**config.mk**
```make
export PLATFORM = sky130hd
export DESIGN_NAME = registered_seq_mult
export DESIGN_NICKNAME = d
export VERILOG_FILES = /design/src/rtl/mult_pkg.sv /design/src/rtl/booth_seq_engine.sv /design/src/rtl/registered_seq_mult.sv
export SDC_FILE = /design/constraint.sdc
export NUM_CORES = 1
export LEC_CHECK = 0
export ABC_AREA = 1
export CAP_MARGIN = 20
export CORE_MARGIN = 1
export CORE_UTILIZATION = 50
export DETAILED_ROUTE_END_ITERATION = 6
export DONT_BUFFER_PORTS = 1
export GPL_TIMING_DRIVEN = 1
export MAX_ROUTING_LAYER = met4
export SYNTH_ARGS = -nofsm -noshare
export SYNTH_HDL_FRONTEND = slang
export SYNTH_HIERARCHICAL = 1
export SYNTH_SLANG_ARGS = --single-unit
```
**constraint.sdc**
```tcl
create_clock -name clk -period 6.22 [get_ports clk]
set_input_delay 0.622 -clock clk [delete_from_list [all_inputs] [get_ports clk]]
set_output_delay 0.622 -clock clk [all_outputs]
set_load 0.01 [all_outputs]
```
**src/rtl/mult_pkg.sv**
```systemverilog
// Shared constants and Booth step decoding for the registered sequential multiplier.
package mult_pkg;

    localparam int MULT_WIDTH        = 32;
    localparam int MULT_FRAME_CYCLES = 64;
    localparam int MULT_CNT_W        = $clog2(MULT_FRAME_CYCLES);

    typedef enum logic [1:0] {
        BOOTH_NOP = 2'b00,
        BOOTH_ADD = 2'b01,
        BOOTH_SUB = 2'b10
    } booth_op_e;

    // Radix-2 Booth recoding of the pair {q0, q-1}.
    function automatic booth_op_e booth_decode(input logic q0, input logic qm1);
        booth_op_e op;
        case ({q0, qm1})
            2'b01:   op = BOOTH_ADD;
            2'b10:   op = BOOTH_SUB;
            default: op = BOOTH_NOP;
        endcase
        return op;
    endfunction

endpackage

```
**src/rtl/booth_seq_engine.sv**
```systemverilog
// Sequential radix-2 Booth engine: one add/sub-and-shift step per enabled clock,
// WIDTH steps per product; result held until the next start.
module booth_seq_engine
    import mult_pkg::*;
#(
    parameter int WIDTH = MULT_WIDTH
) (
    input  logic               clk,
    input  logic               reset,
    input  logic               enable,
    input  logic               start,
    input  logic [WIDTH-1:0]   a,
    input  logic [WIDTH-1:0]   b,
    output logic [2*WIDTH-1:0] product,
    output logic               done
);

    localparam int STEP_W = $clog2(WIDTH + 1);
    localparam logic [STEP_W-1:0] STEP_LAST = STEP_W'(WIDTH);

    logic [WIDTH:0]    acc_q, acc_d;
    logic [WIDTH-1:0]  mq_q, mq_d;
    logic              qm1_q, qm1_d;
    logic [STEP_W-1:0] step_q, step_d;
    logic [WIDTH:0]    m_s;
    logic [WIDTH:0]    sum_s;
    logic              done_s;
    booth_op_e         op_s;

    // Booth add/subtract of the sign-extended multiplicand; one extra accumulator
    // bit keeps (-2^(W-1)) * (-2^(W-1)) exact.
    always_comb begin
        m_s    = {a[WIDTH-1], a};
        op_s   = booth_decode(mq_q[0], qm1_q);
        done_s = (step_q == STEP_LAST);
        case (op_s)
            BOOTH_ADD: sum_s = acc_q + m_s;
            BOOTH_SUB: sum_s = acc_q - m_s;
            default:   sum_s = acc_q;
        endcase
    end

    // Next state: load on start, otherwise arithmetic-shift {A,Q,q-1} until done.
    always_comb begin
        acc_d  = acc_q;
        mq_d   = mq_q;
        qm1_d  = qm1_q;
        step_d = step_q;
        if (enable && start) begin
            acc_d  = {(WIDTH + 1){1'b0}};
            mq_d   = b;
            qm1_d  = 1'b0;
            step_d = {STEP_W{1'b0}};
        end else if (enable && !done_s) begin
            acc_d  = {sum_s[WIDTH], sum_s[WIDTH:1]};
            mq_d   = {sum_s[0], mq_q[WIDTH-1:1]};
            qm1_d  = mq_q[0];
            step_d = step_q + STEP_W'(1);
        end else begin
            acc_d  = acc_q;
        end
    end

    // Engine state registers.
    always_ff @(posedge clk or posedge reset) begin
        if (reset) begin
            acc_q  <= {(WIDTH + 1){1'b0}};
            mq_q   <= {WIDTH{1'b0}};
            qm1_q  <= 1'b0;
            step_q <= {STEP_W{1'b0}};
        end else begin
            acc_q  <= acc_d;
            mq_q   <= mq_d;
            qm1_q  <= qm1_d;
            step_q <= step_d;
        end
    end

    assign product = {acc_q[WIDTH-1:0], mq_q};
    assign done    = done_s;

endmodule

```
**src/rtl/registered_seq_mult.sv**
```systemverilog
// Frame-based registered signed multiplier: operands sampled and product registered
// at each frame boundary. Define OUT_VALID_EN to add the out_valid pulse output.
module registered_seq_mult
    import mult_pkg::*;
#(
    parameter int WIDTH        = MULT_WIDTH,
    parameter int FRAME_CYCLES = MULT_FRAME_CYCLES
) (
    input  logic               clk,
    input  logic               reset,
    input  logic               enable,
    input  logic [WIDTH-1:0]   in1,
    input  logic [WIDTH-1:0]   in2,
    output logic [2*WIDTH-1:0] out
`ifdef OUT_VALID_EN
    ,
    output logic               out_valid
`endif
);

    localparam int CNT_W = $clog2(FRAME_CYCLES);
    localparam logic [CNT_W-1:0] CNT_LAST = CNT_W'(FRAME_CYCLES - 1);

    logic [CNT_W-1:0]   cnt_q, cnt_d;
    logic [WIDTH-1:0]   a_q, a_d;
    logic [WIDTH-1:0]   b_q, b_d;
    logic               start_q, start_d;
    logic [2*WIDTH-1:0] out_q, out_d;
    logic               boundary_s;
    logic [2*WIDTH-1:0] eng_product_s;
    logic               eng_done_s;

    // Frame counter, operand capture and product capture at the boundary. The engine
    // is started on the next enabled clock so it reads the freshly captured operands.
    always_comb begin
        boundary_s = enable && (cnt_q == CNT_LAST);
        cnt_d      = cnt_q;
        a_d        = a_q;
        b_d        = b_q;
        out_d      = out_q;
        start_d    = enable ? boundary_s : start_q;
        if (boundary_s) begin
            cnt_d = {CNT_W{1'b0}};
            a_d   = in1;
            b_d   = in2;
            out_d = eng_done_s ? eng_product_s : {(2 * WIDTH){1'b0}};
        end else if (enable) begin
            cnt_d = cnt_q + CNT_W'(1);
        end else begin
            cnt_d = cnt_q;
        end
    end

    // Frame, operand and output registers.
    always_ff @(posedge clk or posedge reset) begin
        if (reset) begin
            cnt_q   <= {CNT_W{1'b0}};
            a_q     <= {WIDTH{1'b0}};
            b_q     <= {WIDTH{1'b0}};
            start_q <= 1'b0;
            out_q   <= {(2 * WIDTH){1'b0}};
        end else begin
            cnt_q   <= cnt_d;
            a_q     <= a_d;
            b_q     <= b_d;
            start_q <= start_d;
            out_q   <= out_d;
        end
    end

    booth_seq_engine #(
        .WIDTH (WIDTH)
    ) u_engine (
        .clk     (clk),
        .reset   (reset),
        .enable  (enable),
        .start   (start_q),
        .a       (a_q),
        .b       (b_q),
        .product (eng_product_s),
        .done    (eng_done_s)
    );

    assign out = out_q;

`ifdef OUT_VALID_EN
    logic out_valid_q, out_valid_d;

    // One-clock pulse alongside each product that came from a completed engine run.
    always_comb begin
        out_valid_d = boundary_s && eng_done_s;
    end

    // Valid pulse register.
    always_ff @(posedge clk or posedge reset) begin
        if (reset) begin
            out_valid_q <= 1'b0;
        end else begin
            out_valid_q <= out_valid_d;
        end
    end

    assign out_valid = out_valid_q;
`endif

endmodule

```
Yosys cells after proc, flatten, opt, wreduce, memory -nomap -nowiden

Index checks and enable logic that the tools add are counted.
W data, S select, Z words.

$add $sub $neg: 4
Multipliers: 0
Div/mod/pow operators: 0
Magnitude comparators: 0
Equality and inequality tests: 6
Shifts and indexed selects: 0
Multiplexer cells: 13
Bitwise logic cells: 0
Reductions and logical operators: 6

Operators by type and width:

| operator              | count |
|---|---|
| $mux W33              | 2 |
| $pmux W33 S2          | 1 |
| $mux W32              | 2 |
| $mux W64              | 1 |
| $add A33 B33 Y33      | 1 |
| $sub A33 B33 Y33      | 1 |
| $mux W6               | 4 |
| $add A6 B1 Y6 const B | 2 |
| $eq A6 B6 Y1 const B  | 2 |
| $eq A2 B1 Y1 const B  | 2 |
| $eq A2 B2 Y1 const B  | 2 |
| $pmux W2 S2           | 1 |
| $reduce_bool A2 Y1    | 2 |
| $logic_and A1 B1 Y1   | 3 |
| $mux W1               | 2 |
| $logic_not A1 Y1      | 1 |

Register bits: 207
Bits in latches: 0
Bits in writable memories: 0
ROM bits: 0
Input port bits: 67
Output and inout port bits: 64
Logic and storage cells: 38
Memories: 0

Logic depth before layout (Yosys ltp)

Gate-level depths: netlist (run 1).

Depth after elaboration: 6
Mapped depth: 25
Gate-level depth less buffers: 25

Modules after synthesis

Netlist (run 1), hierarchy kept.

Modules (own cells, without submodules):

| module              | times used | cells an instance | area an instance (um^2) | seq. area each (um^2) |
|---|---|---|---|---|
| booth_seq_engine    | 1          | 1,047             | 6,562.5                 | 1,776.7 |
| registered_seq_mult | 1          | 597               | 5,505.3                 | 3,378.2 |

Worst setup path after synthesis (run 1)

OpenSTA, ideal clock, no wires.

Kind: register to register
Start: register a_q[0]
End: register u_engine.acc_q[31]
Setup time: 0.120 ns
Data arrival time: 2.635 ns
Required time: 6.100 ns
Path slack: 3.464 ns
Cell stages (with the launch flop): 23
Buffers on the path: 0
Period minus slack after synthesis: 2.756 ns
Cells stage by stage: dfrtp_1 inv_1 ha_1 nand2_2 nor2_2 nand3_2 nor2_2 inv_2 o21ai_2 o21ai_2 nor2_4 xor2_1 ha_1 nand2_1 inv_1 a21oi_1 nand2_1 nand2_1 nand2_1 a21oi_1 nand3_1 nand3_1 nand2_1

Word-level cells in the longest chain between the ends: 4
Elaborated cells between the ends (all ways): 5
Classes of those cells: add/sub: 2; mux: 3

RTL lines:

| item                                                        | line                                           | text |
|---|---|---|
| from (decl)                                                 | registered_seq_mult.sv:25                      | `logic [WIDTH-1:0] a_q, a_d;` |
| from (signal assigned)                                      | registered_seq_mult.sv:58                      | `a_q <= {WIDTH{1'b0}};` |
| $sub A33 B33 Y33 / $add A33 B33 Y33 (equally long branches) | booth_seq_engine.sv:38, booth_seq_engine.sv:37 |  |
| $pmux W33 S2 (*)                                            | booth_seq_engine.sv:36                         | `case (op_s)` |
| $mux W33 (*)                                                | booth_seq_engine.sv:54                         | `end else if (enable && !done_s) begin` |
| $mux W33 (*)                                                | booth_seq_engine.sv:49                         | `if (enable && start) begin` |
| to (signal assigned)                                        | booth_seq_engine.sv:67                         | `acc_q <= {(WIDTH + 1){1'b0}};` |
| to (decl)                                                   | booth_seq_engine.sv:21                         | `logic [WIDTH:0] acc_q, acc_d;` |

Mark *: on every way between the ends. The rest lies on a longest branch, timed or not. The select of a mux whose other input is x is not followed.
A chain may end at the register's enable or synchronous reset.

Worst setup path after layout (run 1)

Start: register a_q[1]
End: register u_engine.acc_q[27]

Same word-level chain as after synthesis.

==> flow_metrics.env, run 1 <==
export IMPL_status="completed"
export IMPL_antenna_found_initial=0
export IMPL_track_usage_pct=26.40
export IMPL_cp_top_family="simple AND/OR/NAND/NOR gates"
export IMPL_grt_pass1_wl_um=50150
export IMPL_syn_inst=1644
export IMPL_r2r_start="a_q[1]"
export IMPL_ys_seq_area_share_pct=42.72
export IMPL_dpl_hpwl_um=22060
export IMPL_critPathMostFrequentCell="nand2_1"
export IMPL_setup_violations=0
export IMPL_die_w_um=157.4
export IMPL_maxSlewViolCount=0
export IMPL_finClkSkew_ns=0.01777
export IMPL_post_drt_wl_per_cell_um=16.03
export IMPL_vias_per_cell=5.256
export IMPL_critical_path_max_fanout=4
export IMPL_drive_gt1_share_pct=5.843
export IMPL_ant_nets=0
export IMPL_multi_input_area_um2=5743
export IMPL_rows=56
export IMPL_grt_max_degree=114
export IMPL_rsz0062_at_grt="false"
export IMPL_area_growth_pct=6.729
export IMPL_syn_area_um2=12070
export IMPL_total_power_uw=8688
export IMPL_async_flop_share_pct=100.0
export IMPL_pin_count=131
export IMPL_fp_dieArea_um2=24760
export IMPL_ys_flop_type="dfrtp_1"
export IMPL_hold_violations=0
export IMPL_clk_pin_slew_worst_paths_ns=0.06
export IMPL_n_antenna_cell=0
export IMPL_fillers=2387
export IMPL_globalplace_congestion=0.9301
export IMPL_grt_pass1_vias=9432
export IMPL_tritoncts="yes"
export IMPL_slew_headroom_pct=33.44
export IMPL_vdd_drop_max_uv=330.7
export IMPL_synth_net_count=1749
export IMPL_cp_startpoint="a_q[1]"
export IMPL_hp_class="primary input to asynchronous set/reset pin"
export IMPL_portBuffers=0
export IMPL_cp_arrival_ns=3.89
export IMPL_vias=10220
export IMPL_final_cell_mix="597 x nand2_1, 206 x dfrtp_1, 190 x inv_1"
export IMPL_drt_first_iter_violations=830
export IMPL_slowest_stage="dfrtp_1"
export IMPL_crit_buf_inv=3
export IMPL_cts_htree_levels=1
export IMPL_tightest_slew_ns=0.9984
export IMPL_max_stage_delay_ns=0.38
export IMPL_dieHeight_um=157.4
export IMPL_fin_crit_sh_pct=55.76
export IMPL_cts_resized=0
export IMPL_grt_overflow=0
export IMPL_finalSetupTns_ns=0
export IMPL_period_needed_ns=3.468
export IMPL_first_pass_iters=6
export IMPL_clk_root_buffer_cell="clkbuf_16"
export IMPL_cap_violations=0
export IMPL_power_density_nw_per_um2=674.5
export IMPL_synth_edf_count=0
export IMPL_cts_made_buffers=23
export IMPL_postLayoutCoreUtil_pct=54.71
export IMPL_crit_chain="inv_1 -> ha_1 -> nand2_2 -> inv_1 -> nand4_1 -> nor2_1 -> nand2_1 -> nor2_1 -> nand2_1 -> nand2_1 -> xor2_1 -> ha_1 -> nand2_1 -> inv_1 -> nand2_1 -> nand2_1 -> a21oi_1 -> nor2_1 -> nor2_1 -> nand2_1 -> nand2_1 -> nand3_1 -> nand2_1 -> nand2_1"
export IMPL_routed_wl_um=31170
export IMPL_startpoint_type="flip-flop"
export IMPL_final_common_cell="nand2_1"
export IMPL_synth_cell_types=47
export IMPL_syn_area_per_cell_um2=7.341
export IMPL_cts_path_max_buffers=3
export IMPL_yosys_warnings=6
export IMPL_initial_core_util_pct=51.26
export IMPL_ys_ff_latch=206
export IMPL_area_sequential_um2=5155
export IMPL_end_kind="flip-flop"
export IMPL_cts_setup_buffers=0
export IMPL_nNetsFinal=1715
export IMPL_crit_required_ns=6.64
export IMPL_cts_hold_buf=0
export IMPL_p_leak_uw=0.006602
export IMPL_route_detailed_drc=0
export IMPL_clk_latency_ns=0.54
export IMPL_coreArea_um2=23540
export IMPL_worst_setup_path_type="flip-flop to flip-flop"
export IMPL_max_freq_mhz=288.4
export IMPL_cts_sinks=206
[Yosys cell counts, drive strengths merged, types with 2 or more instances]
cell | count | area share [%]
a21oi | 47 | 2.0
a31oi | 5 | 0.26
a32o | 2 | 0.17
and3 | 3 | 0.20
buf | 44 | 2.8
clkbuf | 24 | 0.75
dfrtp | 206 | 43
ha | 37 | 3.8
inv | 199 | 6.2
nand2 | 602 | 19
nand3 | 125 | 5.4
nand3b | 2 | 0.12
nand4 | 4 | 0.21
nor2 | 129 | 4.4
nor3 | 12 | 0.50
nor4 | 3 | 0.16
o211ai | 7 | 0.44
o21ai | 110 | 5.1
o21bai | 6 | 0.37
o221ai | 28 | 2.0
o22ai | 2 | 0.10
or2 | 3 | 0.16
xnor2 | 11 | 0.80
xor2 | 26 | 1.9
[flip-flops by register name (all words and copies together), names as in the netlist]
| register | count |
|---|---|
| out | 64 |
| a_q | 32 |
| b_q | 32 |
| u_engine/acc_q | 32 |
| u_engine/mq_q | 32 |
| cnt_q | 6 |
| u_engine/step_q | 6 |
| start_q | 1 |
| u_engine/qm1_q | 1 |
[logic make-up after synthesis]
| kind of cell | Yosys count | share of synthesized area [%] |
|---|---|---|
| xor gates and xnor gates | 37 | 2.685 |
| AOI/OAI and AO/OA | 211 | 10.74 |
| and+or+nand+nor | 884 | 30.05 |
| adders and majority gates | 38 | 4.002 |
| buffers and inverters | 268 | 9.808 |
| DFF | 206 | 42.72 |
[metal layers]
layer / global-route usage [%] / vias up / share of wire [%]
li1: - / 5171 / -
met1: 39.42 / 4731 / 51
met2: 38.01 / 280 / 42
met3: 3.827 / 40 / 6.2
met4: 4.808 / 0 / 1.5
met5: - / - / 0
[per-stage QoR]
| step | setup slack (ns) | instances | hold slack [ns] | instance area [um^2] |
|---|---|---|---|---|
| after detailed placement | 2.831 | 1904 | 0.4590 | 12140 |
| after global placement | 2.805 | 1903 | 0.4547 | 12120 |
| final | 2.752 | 1945 | 0.03939 | 12880 |
| after global routing | 2.357 | 1945 | 0.08996 | 12880 |
| after CTS | 2.818 | 1945 | 0.06088 | 12880 |
| after floorplan | 1.987 | 1644 | 0.4419 | 12070 |
[path summary, 6_finish.rpt]
check                      depth (start not counted)            endpoint  slack [ns]
setup / recovery                                  24  u_engine/acc_q[27]        2.75
max in group asynchronous                          2             b_q[11]        4.81
min in group clk                                   2            cnt_q[1]        0.22
setup reg to reg                                  24  u_engine/acc_q[27]        2.75
hold reg to reg                                    2             b_q[16]        0.47
hold / removal                                     1             out[52]        0.04
[power by group]
group	switching [uW]	internal (uW)	leakage, uW
Sequential	262	1580	0.00277
Combinational	3660	1830	0.00346
Clock	569	777	0.000370
[cell type report]
class	instances	area share [%]
multi-input cells	1170	44.59
flip-flops and latches	206	40.02
inverters	200	5.906
clock buffers	32	5.042
well taps	319	3.099
clock inverters	9	0.7189
repair buffers	9	0.6217
Note: power is estimated with default switching activity, not from simulation.
==> run 2, diff against run 1 <==
==> constraint.sdc (replaced) <==
create_clock -name clk -period 3.56 [get_ports clk]
set_input_delay 0.356 -clock clk [delete_from_list [all_inputs] [get_ports clk]]
set_output_delay 0.356 -clock clk [all_outputs]
set_load 0.01 [all_outputs]
==> run 2 against run 1 <==
First-iteration DRC count decreased by 13%. Clock-buffer cell count unchanged. Combinational power increased by 75%. Critical path type unchanged. Global-route usage decreased by 0.21 points. Sequential cell count unchanged. Fmax increased by 8.8%. Worst hold slack got worse by 0.023 ns. Total power increased by 75%. Sequential power increased by 74%. Die area unchanged. Critical endpoint is now u_engine/acc_q[21]. Non-clock buffer count increased by 60. Sequential share of layout area decreased by 1.9 points. Largest cell class unchanged.
==> flow_metrics.env, run 2 (synthesis gave the netlist of run 1 again) <==
export IMPL_route_detailed_drc=0
export IMPL_maxSlewViolCount=0
export IMPL_final_cell_mix="597 x nand2_1, 206 x dfrtp_1, 190 x inv_1"
export IMPL_cts_path_max_buffers=3
export IMPL_cts_made_buffers=23
export IMPL_drt_first_iter_violations=723
export IMPL_status="completed"
export IMPL_cts_htree_levels=1
export IMPL_antenna_found_initial=0
export IMPL_n_antenna_cell=0
export IMPL_first_pass_iters=5
export IMPL_track_usage_pct=26.20
export IMPL_slew_headroom_pct=35.83
export IMPL_grt_pass1_wl_um=50070
export IMPL_dieHeight_um=157.4
export IMPL_vdd_drop_max_uv=547.7
export IMPL_intPower_uw=7496
export IMPL_tritoncts="yes"
export IMPL_fp_dieArea_um2=24760
export IMPL_worst_setup_path_type="flip-flop to flip-flop"
export IMPL_largest_reg_flops=64
export IMPL_period_needed_ns=3.187
export IMPL_ant_nets=0
export IMPL_grt_max_degree=106
export IMPL_vias_per_cell=5.154
export IMPL_reg2reg_depth=18
export IMPL_r2r_end="u_engine/acc_q[21]"
export IMPL_pin_count=131
export IMPL_final_area_um2=13530
export IMPL_grt_overflow=0
export IMPL_final_common_cell="nand2_1"
export IMPL_portBuffers=0
export IMPL_finClkSkew_ns=0.01666
export IMPL_finalSetupTns_ns=0
export IMPL_vias=10330
export IMPL_max_freq_mhz=313.8
export IMPL_routed_wl_um=30420
export IMPL_p_leak_uw=0.006866
export IMPL_dpl_hpwl_um=21430
export IMPL_power_frac_seq_pct=21.2
export IMPL_clk_latency_ns=0.51
export IMPL_crit_required_ns=3.91
export IMPL_rsz0062_at_grt="false"
export IMPL_critical_path_max_fanout=5
export IMPL_coreArea_um2=23540
export IMPL_startpoint_type="flip-flop"
export IMPL_rrSetupSlack_ns=0.37
export IMPL_drive_gt1_share_pct=6.350
export IMPL_power_density_nw_per_um2=1122
export IMPL_area_growth_pct=12.12
export IMPL_hold_violations=0
export IMPL_cts_sinks=206
export IMPL_cp_startpoint="a_q[1]"
export IMPL_postLayoutCoreUtil_pct=57.47
export IMPL_post_drt_wl_per_cell_um=15.18
export IMPL_r2r_start="a_q[1]"
export IMPL_initial_core_util_pct=51.26
export IMPL_clk_pin_slew_worst_paths_ns=0.06
export IMPL_end_kind="flip-flop"
export IMPL_setup_violations=0
export IMPL_hold_path_depth=2
export IMPL_p_sw_uw=7679
export IMPL_fin_crit_sh_pct=89.52
export IMPL_place_area_um2=12180
export IMPL_hp_class="primary input to flip-flop"
export IMPL_cp_endpoint="u_engine/acc_q[21]"
export IMPL_cp_arrival_ns=3.54
export IMPL_nNetsFinal=1775
export IMPL_clk_root_buffer_cell="clkbuf_16"
export IMPL_tightest_slew_ns=0.9625
export IMPL_rows=56
export IMPL_comb_power_share_pct=63.4
export IMPL_grt_pass1_vias=9797
export IMPL_cap_violations=0
export IMPL_p_clk_share_pct=15.4
export IMPL_die_w_um=157.4
export IMPL_globalplace_congestion=0.9526
export IMPL_p_sw_share_pct=50.60
-- run 2: cell types whose count changed in the layout (fill, tap and decap cells not counted), moves of 3 or more --
cell | previous run | this run
dlygate4sd3_1 | 0 | 56
a21oi_1 | 45 | 41
a21oi_2 | 2 | 6
buf_4 | 8 | 11
-- run 2: timing repair --
item / CTS / global route
hold buffers: 56 / 0
resized for setup: 0 / 10
setup buffers: 0 / 0
setup endpoints to repair: 0 / 8
hold endpoints to repair: 191 / 0
-- run 2: layer usage --
metal	up-vias	wire [um]	GRT usage, %
li1	5284	-	-
met1	4750	15300	38.15
met2	260	12840	39.02
met3	34	1779	3.524
met4	0	502	4.947
met5	-	0	-
-- run 2: how the worst min path moves through the flow --
stage          slack, ns       end    from
2_1_floorplan       0.44    a_q[1]  a_q[1]
3_3_place_gp        0.42   b_q[12]   reset
3_5_place_dp        0.42   b_q[12]   reset
4_1_cts           0.0009    b_q[4]  in2[4]
5_1_grt            0.004  cnt_q[2]  enable
6_report            0.02    b_q[1]  in2[1]
-- run 2: critical path, stage by stage (launching register included) --
cell and delay (ns):
dfrtp_1 0.38, inv_1 0.09, ha_1 0.21, nand2_2 0.08, nor2_2 0.11, nand3_2 0.10, nor2_2 0.14, inv_2 0.05
o21ai_2 0.17, o21ai_2 0.12, xor2_1 0.19, ha_1 0.40, nand2_1 0.13, nor4_1 0.35, nand2_1 0.13, nand3_1 0.08
nand3_1 0.13, nand2_1 0.09, o21ai_0 0.07
-- run 2: final cells by class --
type / count / area [um^2]
multi-input cells: 1170 / 5791
inverters: 200 / 759.5
clock buffers: 32 / 649.4
clock inverters: 8 / 93.84
fillers: 2342 / 10010
well taps: 319 / 399.1
repair buffers: 69 / 683.2
flip-flops and latches: 206 / 5155
-- run 2: power groups by stage --
stage	registers [uW]	clock network (uW)	logic, uW
floorplan	3070	0	7250
global placement	3240	0	9230
detailed placement	3250	0	9270
CTS	3210	2410	9360
global route	3280	2510	11000
finish	3210	2340	9620
-- run 2: stage by stage --
| stage | worst slack, ns | hold slack (ns) | total power [uW] | instances |
|---|---|---|---|---|
| after floorplan | 0.8040 | 0.4419 | 10330 | 1644 |
| after global placement | 0.3328 | 0.4183 | 12470 | 1908 |
| after detailed placement | 0.3073 | 0.4167 | 12520 | 1908 |
| after CTS | 0.2954 | 0.0009331 | 14980 | 2004 |
| after global routing | 0.008022 | 0.004384 | 16770 | 2004 |
| final | 0.3731 | 0.01618 | 15180 | 2004 |
